[src/rtl/apb_master_arb.sv]
// apb_master_arb: two-requester APB3 master with round-robin arbitration.
// Each requester hands over a valid/ack request. The winner is sequenced as an
// APB SETUP/ACCESS transfer. Read data and error status go back with a
// one-cycle done pulse. A programmable PREADY timeout aborts a stalled transfer.
//
// Ports:
//   PCLK, PRESETn        clock, asynchronous active-low reset
//   reqN_valid/write/addr/wdata   request from requester N (N = 0, 1)
//   reqN_ack             pulse: request captured
//   reqN_done            pulse: transfer finished; reqN_rdata / reqN_err valid
//   PSEL/PENABLE/PWRITE/PADDR/PWDATA   APB master outputs
//   PRDATA/PREADY/PSLVERR              APB slave responses
module apb_master_arb #(
    parameter int unsigned ADDR_W  = 32,
    parameter int unsigned DATA_W  = 32,
    parameter int unsigned TIMEOUT = 16
) (
    input  logic              PCLK,
    input  logic              PRESETn,
    input  logic              req0_valid,
    input  logic              req0_write,
    input  logic [ADDR_W-1:0] req0_addr,
    input  logic [DATA_W-1:0] req0_wdata,
    output logic              req0_ack,
    output logic              req0_done,
    output logic [DATA_W-1:0] req0_rdata,
    output logic              req0_err,
    input  logic              req1_valid,
    input  logic              req1_write,
    input  logic [ADDR_W-1:0] req1_addr,
    input  logic [DATA_W-1:0] req1_wdata,
    output logic              req1_ack,
    output logic              req1_done,
    output logic [DATA_W-1:0] req1_rdata,
    output logic              req1_err,
    output logic              PSEL,
    output logic              PENABLE,
    output logic              PWRITE,
    output logic [ADDR_W-1:0] PADDR,
    output logic [DATA_W-1:0] PWDATA,
    input  logic [DATA_W-1:0] PRDATA,
    input  logic              PREADY,
    input  logic [1:0]        PSLVERR
);

    localparam int unsigned CNT_W = (TIMEOUT > 32'd0) ? $clog2(TIMEOUT + 32'd1) : 1;

    typedef enum logic [1:0] {
        IDLE   = 2'd0,
        SETUP  = 2'd1,
        ACCESS = 2'd2
    } state_t;

    state_t              state_q;
    logic                last_q;
    logic                owner_q;
    logic [CNT_W-1:0]    cnt_q;

    logic                psel_q;
    logic                penable_q;
    logic                pwrite_q;
    logic [ADDR_W-1:0]   paddr_q;
    logic [DATA_W-1:0]   pwdata_q;
    logic                ack0_q;
    logic                ack1_q;
    logic                done0_q;
    logic                done1_q;
    logic [DATA_W-1:0]   rdata0_q;
    logic [DATA_W-1:0]   rdata1_q;
    logic                err0_q;
    logic                err1_q;

    logic                any_req_c;
    logic                pick1_c;
    logic                win_write_c;
    logic [ADDR_W-1:0]   win_addr_c;
    logic [DATA_W-1:0]   win_wdata_c;
    logic                timeout_c;
    logic                abort_c;
    logic                xfer_ok_c;
    logic                grant_c;

    // Round-robin pick: on a tie the port not served last wins.
    always_comb begin
        any_req_c   = req0_valid | req1_valid;
        pick1_c     = req1_valid & (~req0_valid | ~last_q);
        win_write_c = pick1_c ? req1_write : req0_write;
        win_addr_c  = pick1_c ? req1_addr  : req0_addr;
        win_wdata_c = pick1_c ? req1_wdata : req0_wdata;
        timeout_c   = (TIMEOUT != 32'd0) && (cnt_q == CNT_W'(TIMEOUT));
        abort_c     = (state_q == ACCESS) && timeout_c;
        xfer_ok_c   = (state_q == ACCESS) && !timeout_c && PREADY;
        // Grants happen from IDLE or straight out of a completed ACCESS (back-to-back).
        grant_c     = any_req_c && ((state_q == IDLE) || xfer_ok_c);
    end

    // Transfer sequencer with registered APB and requester outputs.
    always_ff @(posedge PCLK or negedge PRESETn) begin
        if (!PRESETn) begin
            state_q   <= IDLE;
            last_q    <= 1'b1;
            owner_q   <= 1'b0;
            cnt_q     <= '0;
            psel_q    <= 1'b0;
            penable_q <= 1'b0;
            pwrite_q  <= 1'b0;
            paddr_q   <= '0;
            pwdata_q  <= '0;
            ack0_q    <= 1'b0;
            ack1_q    <= 1'b0;
            done0_q   <= 1'b0;
            done1_q   <= 1'b0;
            rdata0_q  <= '0;
            rdata1_q  <= '0;
            err0_q    <= 1'b0;
            err1_q    <= 1'b0;
        end else begin
            ack0_q  <= 1'b0;
            ack1_q  <= 1'b0;
            done0_q <= 1'b0;
            done1_q <= 1'b0;

            // Completion or abort: report to the port that owns the transfer.
            if (abort_c || xfer_ok_c) begin
                if (owner_q) begin
                    done1_q <= 1'b1;
                    err1_q  <= abort_c | (|PSLVERR);
                    if (abort_c) begin
                        rdata1_q <= '0;
                    end else if (!pwrite_q) begin
                        rdata1_q <= PRDATA;
                    end
                end else begin
                    done0_q <= 1'b1;
                    err0_q  <= abort_c | (|PSLVERR);
                    if (abort_c) begin
                        rdata0_q <= '0;
                    end else if (!pwrite_q) begin
                        rdata0_q <= PRDATA;
                    end
                end
            end

            if (grant_c) begin
                state_q   <= SETUP;
                psel_q    <= 1'b1;
                penable_q <= 1'b0;
                pwrite_q  <= win_write_c;
                paddr_q   <= win_addr_c;
                pwdata_q  <= win_wdata_c;
                owner_q   <= pick1_c;
                last_q    <= pick1_c;
                ack0_q    <= ~pick1_c;
                ack1_q    <= pick1_c;
            end else begin
                case (state_q)
                    SETUP: begin
                        state_q   <= ACCESS;
                        penable_q <= 1'b1;
                        cnt_q     <= '0;
                    end
                    ACCESS: begin
                        if (abort_c || xfer_ok_c) begin
                            state_q   <= IDLE;
                            psel_q    <= 1'b0;
                            penable_q <= 1'b0;
                        end else if (TIMEOUT != 32'd0) begin
                            cnt_q <= cnt_q + CNT_W'(1);
                        end
                    end
                    default: begin
                        state_q <= IDLE;
                    end
                endcase
            end
        end
    end

    assign PSEL       = psel_q;
    assign PENABLE    = penable_q;
    assign PWRITE     = pwrite_q;
    assign PADDR      = paddr_q;
    assign PWDATA     = pwdata_q;
    assign req0_ack   = ack0_q;
    assign req1_ack   = ack1_q;
    assign req0_done  = done0_q;
    assign req1_done  = done1_q;
    assign req0_rdata = rdata0_q;
    assign req1_rdata = rdata1_q;
    assign req0_err   = err0_q;
    assign req1_err   = err1_q;

endmodule

[config.mk]
export PLATFORM = sky130hd
export DESIGN_NAME = apb_master_arb
export DESIGN_NICKNAME = d
export VERILOG_FILES = /design/src/rtl/apb_master_arb.sv
export SDC_FILE = /design/constraint.sdc
export NUM_CORES = 1
export LEC_CHECK = 0
export CAP_MARGIN = 20
export CORE_UTILIZATION = 40
export CTS_CLUSTER_DIAMETER = 200
export DETAILED_ROUTE_END_ITERATION = 7
export PLACE_DENSITY = 0.8
export REMOVE_ABC_BUFFERS = 1
export SYNTH_ARGS = -nofsm -noshare
export SYNTH_HDL_FRONTEND = slang
export SYNTH_SLANG_ARGS = --single-unit
export TNS_END_PERCENT = 100
[constraint.sdc]
create_clock -name PCLK -period 2.4 [get_ports PCLK]
set_input_delay 0.48 -clock PCLK [delete_from_list [all_inputs] [get_ports PCLK]]
set_output_delay 0.48 -clock PCLK [all_outputs]
set_load 0.03 [all_outputs]
* Yosys cells after proc, flatten, opt, wreduce, memory -nomap -nowiden
Cells that the tools add are included.
** Cells by class
- Muxes and demuxes :: 21
- Bitwise gates (word level) :: 9
- Reduce and logical (&&, ||, !) cells :: 20
- Equality and inequality tests :: 6
- Add/subtract/negate cells :: 1
** Operators by type and width (count)
- $mux W32 :: 4
- $mux W1 :: 11
- $pmux W5 S2 :: 1
- $reduce_and A3 Y1 :: 3
- $reduce_and A2 Y1 :: 4
- $reduce_bool A2 Y1 :: 3
- $add A5 B1 Y5 const B :: 1
- $eq A5 B5 Y1 const B :: 1
- $mux W5 :: 1
- $not A1 Y1 :: 5
- $logic_and A1 B1 Y1 :: 4
- $mux W2 :: 2
- $pmux W2 S2 :: 1
- $ne A3 B2 Y1 const B :: 1
- $or A1 B1 Y1 :: 3
- $reduce_bool A3 Y1 :: 1
- $eq A2 B1 Y1 const B :: 1
- $eq A2 B2 Y1 const B :: 1
- $logic_not A2 Y1 :: 1
- $logic_or A1 B1 Y1 :: 2
- $ne A2 B1 Y1 const B :: 1
- $ne A2 B2 Y1 const B :: 1
- $pmux W1 S2 :: 1
- $reduce_or A2 Y1 :: 1
- other kinds (2) :: 2
** Word-level totals
- Flip-flop bits (word level) :: 146
- Word-level logic and storage cells :: 74
- Output and inout port bits :: 137

* Longest topological paths before layout
- Depth after elaboration :: 8
- Gate-level depth with buffers :: 9
- Gate-level depth less buffers :: 5

* Worst setup path before layout
OpenSTA, ideal clock, no wires.
- Kind :: register to register
- From :: reg cnt_q[0]
- To :: reg pwdata_q[1] (netlist: PWDATA[1])
- Arrival time :: 1665 ps
- Setup time :: 124 ps
- Period minus slack after synthesis :: 1788 ps
- Data required time :: 2276 ps
- Setup slack :: 612 ps
- Stages on the path, launching flop included :: 10
- Cells stage by stage :: dfrtp_1 -> inv_1 -> ha_1 -> nor4bb_2 -> buf_6 -> o31a_1 -> buf_4 -> buf_8 -> buf_8 -> o2bb2ai_1
** On the way
- Longest elaborated chain between the ends :: 6
** RTL lines
- start: declaration :: RTL line 57 : logic [CNT_W-1:0] cnt_q;
- start signal: assignment :: RTL line 168 : cnt_q <= cnt_q + CNT_W'(1);
- $eq A5 B5 Y1 :: RTL line 90 : timeout_c = (TIMEOUT != 32'd0) && (cnt_q == CNT_W'(TIMEOUT));
- $logic_not A1 Y1 :: RTL line 92 : xfer_ok_c = (state_q == ACCESS) && !timeout_c && PREADY;
- $logic_and A1 B1 Y1 (2 in series) :: RTL line 92
- $logic_or A1 B1 Y1 :: RTL line 94 : grant_c = any_req_c && ((state_q == IDLE) || xfer_ok_c);
- $logic_and A1 B1 Y1 :: RTL line 94
- end signal: assignment :: RTL line 150 : pwdata_q <= win_wdata_c;
- end: declaration :: RTL line 63 : logic [DATA_W-1:0] pwdata_q;
No other way between the ends.
A chain may end at the register's enable or synchronous reset.

* Worst setup path after layout
- From :: reg cnt_q[0]
- To :: reg paddr_q[30] (netlist: PADDR[30])
** On the way
- Longest elaborated chain between the ends :: 6
** RTL lines
- $eq A5 B5 Y1 :: RTL line 90
- $logic_not A1 Y1 :: RTL line 92
- $logic_and A1 B1 Y1 (2 in series) :: RTL line 92
- $logic_or A1 B1 Y1 :: RTL line 94
- $logic_and A1 B1 Y1 :: RTL line 94
- end signal: assignment :: RTL line 149 : paddr_q <= win_addr_c;
- end: declaration :: RTL line 62 : logic [ADDR_W-1:0] paddr_q;
No other way between the ends.

==> reports/qor.yml <==
nets: 933
power_w: 0.0142
antenna_found_initial: 2
status: "finished, final reports clean"
netlist_instances: 469
gp_congestion: 0.814
grt_first_pass_wirelength_mm: 32.6
dp_cells: 927
dr.pass1.iters: 4
synth_top_family_by_area: "compound AO/OA/AOI/OAI gates"
holdWs_ps: 407
drive_above_1_share: 0.0816
use_met1: 0.313
num_vias: 5586
yosysWarningCount: 0
pwr_density_cell_nw_per_um2: 1410
portBuffers: 305
worst_pin_slew_ps: 721
grt.busiest_layer: "met2"
synth_compound_area_frac: 0.312
num_rows: 45
finalNonFillerCells: 962
grtUsageMet2: 0.449
grt.overflow.total: 0
routedWlPerCell_um: 21.8
core_area_um2: 15100
cts.htree.levels: 4
async_flop_share: 1.00
drv_slew: 0
max_stage_delay_ps: 400
rsz0062_at_grt: "no"
synth.avg_cell_area_um2: 13.1
boundaryPins: 306
root_buffer: "clkbuf_16"
synth_mux_area_frac: 0.00183
hold_viol_final: 0
drc: 0
area_growth_pct: 62.8
path_cells: "inv_1, ha_1, nand4bb_1, a31oi_4, buf_4, o2bb2ai_1"
path_buf_inv: 2
synth_fa_ha_area_frac: 0.0102
yosys_most_used_dff: "dfrtp_1"
synth.yosys.seq_area_share: 0.593
grt_pass1_vias: 5810
finalCritPeriodShare: 0.853
die_area_um2: 15900
worst_setup_path_end_kind: "flop"
drt.antenna.violating_nets: 0
synth_seq_cells: 146
grt_max_degree: 65
max_slew_margin: 0.519
crit_arrival_ps: 2340
clock_latency_ps: 420
synth_xor_area_frac: 0
ys_types: 45
critPathTopFamily: "compound AO/OA/AOI/OAI gates"
setup.worst_path.start_class: "flop"
syn-cell-area_um2: 6160
gr-usage-all-layers: 0.268
ir_drop_mv: 0.928
path_clk_slew_ps: 60
fp.dieW_um: 126
cts_tree: "yes"
cts_buffers: 17
critPathSlowestCell: "nand4bb_1"
start_util: 0.407
fill_cells: 1072
clock.fmax_mhz: 489
finalCriticalPeriod_ps: 2050
skew_ps: 10.1
first_iter_violations: 355
die-height_um: 126
synth-edff-count: 0
worst-setup-path-type: "reg2reg"
setup-tns-final_ps: 0
globalRouteMet3Util: 0.0884
hp-class: "in2reg"
cp.required_ps: 2690
critical_path.max_fanout: 28
cap_violations: 0
finalSetupViolCount: 0
drt-total-wl_mm: 21.0
synthSimpleGateAreaFrac: 0.0301
routed_via_density: 5.81
clk_path_buf_depth: 2
hpwl_mm: 14.7
p_leak_nw: 4.10
clkSinkCount: 146
==> layout make-up <==
type	instances	area (um2)	area share
Multi-Input combinational cell	259	2210	0.221
Clock inverter	13	150	0.0150
Tap cell	188	235	0.0234
Clock buffer	19	443	0.0442
Inverter	9	33.8	0.00337
Sequential cell	146	3650	0.364
Timing Repair Buffer	326	3300	0.329
Antenna cell	2	5.00	0.000499
==> logic make-up (layout without fill, tap and decap cells) <==
kind of cell,count (synthesis),in the layout
flip-flops,146,146
adder cells (fa/ha/maj),5,5
AO/OA/AOI/OAI,224,224
multiplexers,1,1
AND/OR/NAND/NOR,29,29
buffers and inverters,64,367
other,0,2
==> final timing paths <==
path / from / to / slack [ps] / depth (start not counted)
min: req0_valid / req0_ack / 410 / 3
min in group asynchronous: PRESETn / PADDR[15] / 550 / 2
max: cnt_q[0] / PADDR[30] / 350 / 6
min reg2reg: PWDATA[21] / PWDATA[21] / 490 / 1
max in group asynchronous: PRESETn / PADDR[7] / 1230 / 3
max reg2reg: cnt_q[0] / PADDR[30] / 350 / 6
==> cells in the final DEF, fill, tap and decap left out, drive strengths merged, types with 2 or more instances in the layout <==
master           n
nor4             2
o2bb2ai         65
inv             13
a21boi           5
o21ai            8
diode            2
ha               5
and3             2
clkinv           2
o211ai           2
clkdlybuf4s50  303
bufinv           2
nand2b           2
clkinvlp         5
dfrtp          145
clkbuf          19
a32oi           65
a22o            66
a2bb2oi          2
nand2            5
nor2b            5
nor2             3
buf             22
==> what timing repair did <==
item,4_1_cts,5_1_grt
hold endpoints to repair,39,0
endpoints found under the setup margin,0,0
hold buffers,1,0
setup buffers,0,0
gates resized for setup,0,0
==> registers in the layout, indices dropped and copies added (netlist names), 2 cells and up <==
| register | flops |
|---|---|
| req1_rdata | 32 |
| cnt_q | 5 |
| req0_rdata | 32 |
| PWDATA | 32 |
| state_q | 2 |
| PADDR | 32 |
==> routing by layer <==
layer	wire length [um]	part of all wire	up-vias
met4	514	0.024	0
li1	-	-	2484
met2	10500	0.50	264
met3	1890	0.090	37
met1	8150	0.39	2801
met5	0	0	-
==> worst register-to-register path, stage by stage (launching register included) <==
cell	delay (ps)
dfrtp_1	390
inv_1	90
ha_1	180
nand4bb_1	400
a31oi_4	370
buf_4	360
o2bb2ai_1	140
==> per-stage QoR <==
stage,worst slack (ps),area [um2],util
3_5_place_dp,278,9420,0.622
4_1_cts,336,10000,0.662
5_1_grt,125,10000,0.662
3_3_place_gp,338,9420,0.622
6_report,354,10000,0.662
2_1_floorplan,-1990,5870,-
==> cells in the mapped netlist, types with 2 or more instances <==
cell type  number  share of area
buf_8           2         0.0049
dfrtp_1       145           0.59
nor4_1          2         0.0020
o21ai_0         6         0.0049
a32oi_1        65          0.092
a22o_1         66          0.094
nand2_1         5         0.0030
clkbuf_1       28          0.017
o21ai_1         2         0.0016
ha_1            5          0.010
o2bb2ai_1      65          0.092
o211ai_1        2         0.0024
nor2b_1         5         0.0051
a21boi_0        5         0.0061
buf_4          10          0.012
nand2b_1        2         0.0020
inv_1           9         0.0055
a2bb2oi_1       2         0.0028
and3_1          2         0.0020
nor2_1          3         0.0018
buf_2          14          0.011
==> where the power goes <==
group          internal (W)  total [W]  switching, W
logic               0.00314    0.00722       0.00409
clock network       0.00157    0.00264       0.00107
registers           0.00359    0.00431      0.000717
total               0.00830     0.0142       0.00587
No activity file was read; power rests on OpenSTA's default activity.
